--- src/rtl/data_hamm_pkg.sv ---
// Shared constants and syndrome table for the 20-bit data Hamming decoder.
// Parity masks, syndrome lookup and the s=21 ambiguity marker live here.
package data_hamm_pkg;

  localparam int DATA_W = 20;
  localparam int CHK_W  = 5;
  localparam int WORD_W = DATA_W + CHK_W;

  localparam logic [19:0] PAR_M0 = 20'hAAD5B;
  localparam logic [19:0] PAR_M1 = 20'h1366D;
  localparam logic [19:0] PAR_M2 = 20'h3C78E;
  localparam logic [19:0] PAR_M3 = 20'hC07F0;
  localparam logic [19:0] PAR_M4 = 20'hFF800;

  localparam logic [4:0][19:0] PAR_MASK =
    {PAR_M4, PAR_M3, PAR_M2, PAR_M1, PAR_M0};

  // d15 and d17 both produce this syndrome
  localparam logic [4:0] SYN_AMBIG = 5'd21;

  typedef enum logic [1:0] {
    SK_NONE,
    SK_CHK,
    SK_DATA,
    SK_BAD
  } syn_kind_e;

  typedef struct packed {
    syn_kind_e  kind;
    logic [4:0] pos;
  } syn_info_t;

  function automatic syn_info_t syn_lookup(
    input logic [4:0] s
  );
    syn_info_t r;
    r.kind = SK_DATA;
    r.pos  = 5'd0;
    case (s)
      5'd0:  r.kind = SK_NONE;
      5'd1,
      5'd2,
      5'd4,
      5'd8,
      5'd16: r.kind = SK_CHK;
      5'd3:  r.pos = 5'd0;
      5'd5:  r.pos = 5'd1;
      5'd6:  r.pos = 5'd2;
      5'd7:  r.pos = 5'd3;
      5'd9:  r.pos = 5'd4;
      5'd10: r.pos = 5'd5;
      5'd11: r.pos = 5'd6;
      5'd12: r.pos = 5'd7;
      5'd13: r.pos = 5'd8;
      5'd14: r.pos = 5'd9;
      5'd15: r.pos = 5'd10;
      5'd17: r.pos = 5'd11;
      5'd18: r.pos = 5'd12;
      5'd19: r.pos = 5'd13;
      5'd20: r.pos = 5'd14;
      5'd22: r.pos = 5'd16;
      5'd24: r.pos = 5'd18;
      5'd25: r.pos = 5'd19;
      SYN_AMBIG: r.kind = SK_BAD;
      default:   r.kind = SK_BAD;
    endcase
    return r;
  endfunction

endpackage

--- src/rtl/data_hamm_syn.sv ---
// Syndrome generator: recomputed parity XOR received check bits.
// Purely combinational.
module data_hamm_syn
  import data_hamm_pkg::*;
(
  input  logic [24:0] word,
  output logic [4:0]  syn
);

  // one XOR reduction per check bit
  always_comb begin
    syn = '0;
    for (int i = 0; i < CHK_W; i++) begin
      syn[i] = (^(word[19:0] & PAR_MASK[i]))
             ^ word[DATA_W + i];
    end
  end

endmodule

--- src/rtl/data_hamm_dec.sv ---
// Two-stage SEC decoder for 20-bit data with 5 check bits.
// Valid/ready on both sides, saturating corrected/error counters.
module data_hamm_dec
  import data_hamm_pkg::*;
#(
  parameter int CNT_W = 8
) (
  input  logic             clk,
  input  logic             rst_n,
  input  logic             in_valid,
  input  logic [24:0]      in_data,
  output logic             in_ready,
  output logic             out_valid,
  input  logic             out_ready,
  output logic [19:0]      out_data,
  output logic             out_corr,
  output logic             out_err,
  input  logic             cnt_clr,
  output logic [CNT_W-1:0] corr_cnt,
  output logic [CNT_W-1:0] err_cnt
);

  localparam logic [CNT_W-1:0] CNT_MAX = '1;

  logic        s1_valid;
  logic [19:0] s1_data;
  logic [4:0]  s1_syn;
  logic [4:0]  syn_in;
  logic        ld1;
  logic        ld2;
  logic        xfer;
  syn_info_t   info;
  logic [19:0] fix_mask;
  logic [19:0] nxt_data;
  logic        nxt_corr;
  logic        nxt_err;

  data_hamm_syn u_syn (
    .word (in_data),
    .syn  (syn_in)
  );

  assign ld2      = !out_valid || out_ready;
  assign ld1      = !s1_valid || ld2;
  assign in_ready = ld1;
  assign xfer     = out_valid && out_ready;

  // classify the stage-1 syndrome and build the corrected word
  always_comb begin
    info     = syn_lookup(s1_syn);
    fix_mask = '0;
    nxt_corr = 1'b0;
    nxt_err  = 1'b0;
    unique case (1'b1)
      (info.kind == SK_DATA): begin
        fix_mask = 20'd1 << info.pos;
        nxt_corr = 1'b1;
      end
      (info.kind == SK_CHK): nxt_corr = 1'b1;
      (info.kind == SK_BAD): nxt_err  = 1'b1;
      default: ;
    endcase
    nxt_data = s1_data ^ fix_mask;
  end

  // stage 1: raw data plus syndrome
  always_ff @(posedge clk) begin
    if (!rst_n) begin
      s1_valid <= 1'b0;
      s1_data  <= '0;
      s1_syn   <= '0;
    end else if (ld1) begin
      s1_valid <= in_valid;
      s1_data  <= in_data[19:0];
      s1_syn   <= syn_in;
    end
  end

  // stage 2: corrected output, held while stalled
  always_ff @(posedge clk) begin
    if (!rst_n) begin
      out_valid <= 1'b0;
      out_data  <= '0;
      out_corr  <= 1'b0;
      out_err   <= 1'b0;
    end else if (ld2) begin
      out_valid <= s1_valid;
      out_data  <= nxt_data;
      out_corr  <= nxt_corr;
      out_err   <= nxt_err;
    end
  end

  // saturating counters; clear beats increment
  always_ff @(posedge clk) begin
    if (!rst_n || cnt_clr) begin
      corr_cnt <= '0;
      err_cnt  <= '0;
    end else if (xfer) begin
      if (out_corr && corr_cnt != CNT_MAX)
        corr_cnt <= corr_cnt + 1'b1;
      if (out_err && err_cnt != CNT_MAX)
        err_cnt <= err_cnt + 1'b1;
    end
  end

endmodule
--- config.mk ---
export PLATFORM = sky130hd
export DESIGN_NAME = data_hamm_dec
export DESIGN_NICKNAME = d
export VERILOG_FILES = /design/src/rtl/data_hamm_pkg.sv /design/src/rtl/data_hamm_syn.sv /design/src/rtl/data_hamm_dec.sv
export SDC_FILE = /design/constraint.sdc
export NUM_CORES = 1
export LEC_CHECK = 0
export CAP_MARGIN = 10
export CORE_ASPECT_RATIO = 1.5
export CORE_UTILIZATION = 40
export CTS_BUF_LIST = sky130_fd_sc_hd__clkbuf_16
export CTS_CLUSTER_DIAMETER = 150
export DETAILED_ROUTE_END_ITERATION = 7
export GPL_TIMING_DRIVEN = 1
export PLACE_DENSITY = 0.75
export SYNTH_ARGS = -nofsm -noshare
export SYNTH_HDL_FRONTEND = slang
export SYNTH_SLANG_ARGS = --single-unit
--- constraint.sdc ---
create_clock -name clk -period 2.4 [get_ports clk]
set_input_delay 0.6 -clock clk [delete_from_list [all_inputs] [get_ports clk]]
set_output_delay 0.6 -clock clk [all_outputs]
set_load 0.01 [all_outputs]
==> flow_summary.ini, run 1 <==
[status]
outcome = completed

[power_and_ir_drop]
p_leak_nw = 1.68
peakVddDrop_v = 0.000497
p_seq_share_pct = 32.2
power_mw = 3.95
clockPowerShare_pct = 37.9
cellPowerDensity_mw_per_mm2 = 858
p_sw_mw = 1.22
p_sw_share_pct = 30.8
power_frac_comb_pct = 29.9
p_int_mw = 2.73

[timing]
slew_headroom_pct = 60.2
maxSlewViolCount = 0
fmax_mhz = 425
skew_ns = 0.00792
setup_viol = 0
worstMarginPinSlew_ns = 0.597
hold_violations = 0
fin_crit_ns = 2.35
fin_crit_sh_pct = 98.1

[cells_and_area]
num_antenna_cells = 0
syn_to_final_growth_pct = 35.8
finalInstanceArea_sq_mm = 0.00460
multi_input_area_sq_mm = 0.00197
drive_above_1_share_pct = 9.53
nFillCells = 759
final-seq-area_sq_mm = 0.00130
finalNetCount = 522

[placement]
hpwlAfterDp_um = 6140
placed_area_sq_mm = 0.00421
port_buffers = 69
gp_congestion = 0.897

[setup_path]
cp_data_arrival_time_ns = 1.75
path_cells = clkdlybuf4s50_1 > nor2b_1 > and2_1 > inv_2 > dlygate4sd2_1
required_ns = 1.80
crit_buf_inv = 3
slowest_stage = clkdlybuf4s50_1
regToRegSetupSlack_ns = 0.17
critPathLaunchType = input port
r2r_cells = 12
worst-path-max-fanout = 2
worstReg2RegStart = s1_syn[3]
rr_endpoint = out_data[19]
critPathMaxStageDelay_ns = 0.44
cp_top_family = buffers and inverters
end_kind = output pin
critPathKind = in2out

[floorplan]
dieArea_sq_mm = 0.00885
die_w_um = 77.1
num_io_pins = 70
num_rows = 40
initial_core_util_pct = 41.8
die_h_um = 115
core_region_area_sq_mm = 0.00811

[routing]
ant_nets = 0
routedWlPerCell_um = 13.8
drc = 0
first_iter_violations = 119
dr.pass1.iters = 5
wirelength_um = 8250
avgViaCountPerCell = 5.27
dr_total_vias = 3149

[clock_network]
cts_max_level = 3
cts_inserted_buffers = 9
cts-root-buf = clkbuf_16
clockBufferDepth = 2
clkLatencyLatePin_ns = 0.33
clk_pin_slew_ns = 0.06
cts_num_sinks = 65
cts_tree = yes

[hold_path]
holdPathEnd = out_data[15]
whs_path_depth = 2
holdCritStartpoint = out_data[15]
hp-class = reg2reg

[grt]
antenna_found_initial = 0
grt_max_degree = 43
grt_pass1_wl_um = 13300
track_usage_pct = 19.3
gr-total-overflow = 0
first_global_vias = 2866

[synth]
synthArstFlopShare_pct = 0
seq_area_frac_synth_pct = 38.4
syn-instance-count = 417
yosys-top-cells-count = dfxtp_1, nand2_1, nor2_1
synthXorXnorAreaFrac_pct = 17.6
synth_top_family_by_area = simple AND/OR/NAND/NOR gates
synth_warnings = 0
yosysMostFrequentCell = dfxtp_1
syn_nets = 451
synthSimpleGateAreaFrac_pct = 21.5
synth_compound_area_share_pct = 16.0
synth_seq_cells = 65
synth_edf_count = 0
yosys.area.top_type = dfxtp_1
synth_ff_type = dfxtp_1
synth_area_leaders = dfxtp_1, xnor2_1, nand2_1
synth_cell_types = 47
synth-adder-area-share_pct = 1.48
synth.avg_cell_area_sq_um = 8.12
yosysTopAreaCellShare_pct = 38.4
synth_area_sq_mm = 0.00339
synthMuxAreaShare_pct = 0.591

[job]
drv_cap = 0
## area by class of cell
cell class	count	area share [%]
clock inverters	7	2.58
inverters	4	0.381
clock buffers	9	4.90
multi-input cells	321	42.7
well taps	105	2.86
repair buffers	87	18.2
flip-flops and latches	65	28.3
## worst min-delay path, cell delays in order (launching register included)
cell	delay, ns
dfxtp_1	0.30
nand2_1	0.05
a21oi_1	0.05
## repair_timing
action	in CTS	in global routing
pin swaps	0	3
hold endpoints to repair	0	0
setup buffers	0	2
gates resized for setup	1	8
hold buffers	0	0
setup endpoints to repair	1	11
## power groups by stage
| stage | Combinational (mW) | Sequential [mW] | Clock [mW] |
|---|---|---|---|
| floorplan | 0.775 | 1.28 | 0 |
| global placement | 1.09 | 1.29 | 0 |
| detailed placement | 1.11 | 1.29 | 0 |
| CTS | 1.12 | 1.27 | 1.52 |
| global route | 1.28 | 1.28 | 1.57 |
| finish | 1.18 | 1.27 | 1.50 |
## layer usage
metal	vias to the layer above	track usage, %	part of all wire [%]
li1	1571	-	-
met1	1468	20.7	41
met2	94	35.0	53
met3	16	3.67	3.9
met4	0	11.3	2.6
met5	-	0	0
## worst max-delay path by stage
stage / from / to / depth (start not counted)
floorplan: s1_syn[3] / out_data[19] / 13
global placement: out_ready / in_ready / 5
detailed placement: out_ready / in_ready / 5
CTS: s1_syn[3] / out_data[9] / 10
global route: s1_syn[3] / out_data[4] / 12
finish: out_ready / in_ready / 5
## kinds of logic (layout without fill, tap and decap cells)
kind of cell,count (synthesis),in the layout
compound gates,89,89
mux,2,2
fa+ha+maj,4,4
buf+inv,31,107
simple gates,158,158
flops,65,65
xor+xnor,68,68
## cell usage in the layout (no fill, tap or decap), types with 3 or more instances in the layout
cell / instances
and3_1: 4
or3_1: 5
ha_1: 3
o21ai_0: 18
a21oi_1: 35
xor2_1: 25
nand2b_1: 3
nor2_1: 47
buf_4: 17
nand3_1: 8
dfxtp_1: 63
xnor2_1: 43
bufinv_16: 3
nand4_1: 8
nor2b_1: 4
a211oi_1: 18
clkdlybuf4s50_1: 68
clkbuf_16: 9
nand2_1: 62
nor3_1: 8
o21ai_1: 4
## registers in the layout, summed over array words and instances, names as in the netlist
register,flops
s1_valid,1
out_corr,1
out_data,20
err_cnt,8
out_valid,1
s1_data,20
corr_cnt,8
out_err,1
s1_syn,5
## per-stage QoR
| stage | utilization [%] | TNS, ns | std cells | setup slack, ns | hold WS (ns) |
|---|---|---|---|---|---|
| 3_3_place_gp | 51.9 | -0.153 | 580 | -0.153 | 0.441 |
| 2_1_floorplan | - | 0 | 417 | 0.0275 | 0.432 |
| 3_5_place_dp | 51.9 | -0.146 | 580 | -0.146 | 0.446 |
| 6_report | 56.7 | 0 | 598 | 0.0467 | 0.448 |
| 5_1_grt | 56.7 | -0.0271 | 598 | -0.0170 | 0.478 |
| 4_1_cts | 56.2 | 0 | 596 | 0.0102 | 0.452 |
Power figures use the tool's default switching activity.
==> run 2: changes to the inputs <==
Settings changed: CORE_ASPECT_RATIO 1.5 to default.
==> flow_summary.ini, run 2 (synthesis results as in run 1) <==
[timing]
fin_crit_sh_pct = 96.5
fin_crit_ns = 2.32
hold_ws_ns = 0.461
skew_ns = 0.00466
setup_viol = 0
worstMarginPinSlew_ns = 0.619
hold_violations = 0
rsz0062_at_grt = no
slew_headroom_pct = 58.7
setup_ws_ns = 0.0847
maxSlewViolCount = 0
fmax_mhz = 432

[floorplan]
die_w_um = 94.0
num_io_pins = 70
num_rows = 33
core_region_area_sq_mm = 0.00822
dieArea_sq_mm = 0.00884
initial_core_util_pct = 41.2
die_h_um = 94.0

[setup_path]
slowest_stage = clkdlybuf4s50_1
regToRegSetupSlack_ns = 0.18
critPathLaunchType = input port
critPathKind = in2out
path_cells = clkdlybuf4s50_1 > nor2b_2 > and2_4 > inv_2 > dlygate4sd2_1
cp_data_arrival_time_ns = 1.72
critPathMaxStageDelay_ns = 0.45
r2r_cells = 11
worstReg2RegStart = s1_syn[2]
required_ns = 1.80
end_kind = output pin
worst-path-max-fanout = 2
rr_endpoint = out_data[18]

[placement]
port_buffers = 69
hpwlAfterDp_um = 6350
gp_congestion = 0.941
dp_worst_setup_slack_ns = -0.215

[cells_and_area]
num_antenna_cells = 0
fin_util_pct = 55.5
syn_to_final_growth_pct = 34.6
layout_commonest_cell = clkdlybuf4s50_1
finalNetCount = 530
drive_above_1_share_pct = 10.0
reg_top3 = out_data (20), s1_data (20)
layout_common_cells = clkdlybuf4s50_1, nand2_1, dfxtp_1

[grt]
grt_pass1_wl_um = 14000
track_usage_pct = 20.7
first_global_vias = 2943
grt_max_degree = 43
antenna_found_initial = 0
gr-total-overflow = 0

[clock_network]
cts_inserted_buffers = 9
cts_tree = yes
cts_num_sinks = 65
cts-root-buf = clkbuf_16
clkLatencyLatePin_ns = 0.33
clockBufferDepth = 2
cts_max_level = 3
clk_pin_slew_ns = 0.05

[routing]
met3_length_um = 356
route.met2.wl_um = 4120
wirelength_um = 8580
drc = 0
top_layer_used = met4
dr.pass1.iters = 4
ant_nets = 0
avgViaCountPerCell = 5.14
first_iter_violations = 153
dr_total_vias = 3107
routedWlPerCell_um = 14.2
met1_length_um = 3890

[status]
outcome = completed

[power_and_ir_drop]
p_leak_nw = 1.69
peakVddDrop_v = 0.000433
cellPowerDensity_mw_per_mm2 = 793
power_mw = 3.61

[hold_path]
holdPathEnd = out_data[17]
holdCritStartpoint = out_data[17]
whs_path_depth = 2
hp-class = reg2reg

[job]
drv_cap = 0
## run 2: layer usage
metal,vias to the layer above,GRT usage [%]
met2,70,34.2
li1,1577,-
met3,19,3.40
met5,-,0
met4,0,9.62
met1,1441,26.1
## run 2: how the worst max path moves through the flow
stage	cells past startpoint	startpoint	slack, ns	end
floorplan	13	s1_syn[3]	0.03	out_data[19]
global placement	5	out_ready	-0.22	in_ready
detailed placement	5	out_ready	-0.21	in_ready
CTS	11	s1_syn[2]	0.04	out_data[18]
global route	12	s1_syn[2]	0.01	out_data[16]
finish	5	out_ready	0.08	in_ready
## run 2: stage by stage
step	instances	TNS, ns	area [sq um]
after floorplan	417	0	3390
after global placement	588	-0.220	4270
after detailed placement	588	-0.215	4270
after CTS	605	0	4540
after global routing	605	0	4560
final	605	0	4560
## run 2: worst max-delay path: cells and delay by family
family                 cells  cell delay [ns]
buffers and inverters      3             0.76
and+or+nand+nor            2             0.36
## run 2: timing repair
item | 4_1_cts | 5_1_grt
pin swaps | 1 | 0
hold endpoints to repair | 0 | 0
setup buffers | 2 | 0
hold buffers | 0 | 0
cloned | 0 | 0
gates resized for setup | 3 | 6
setup endpoints to repair | 2 | 14
## run 2: power breakdown
group,switching [mW],total (mW),internal [mW],leakage [nW]
clock,0.426,1.09,0.668,0.139
sequential,0.0986,1.28,1.18,0.536
combinational,0.638,1.24,0.604,1.01
## run 2: area by class of cell
| type | count | area [sq um] |
|---|---|---|
| well taps | 105 | 131 |
| clock inverters | 6 | 22.5 |
| flip-flops and latches | 65 | 1310 |
| multi-input cells | 321 | 1960 |
| fillers | 771 | 3660 |
| inverters | 4 | 17.5 |
| clock buffers | 9 | 225 |
| repair buffers | 95 | 897 |
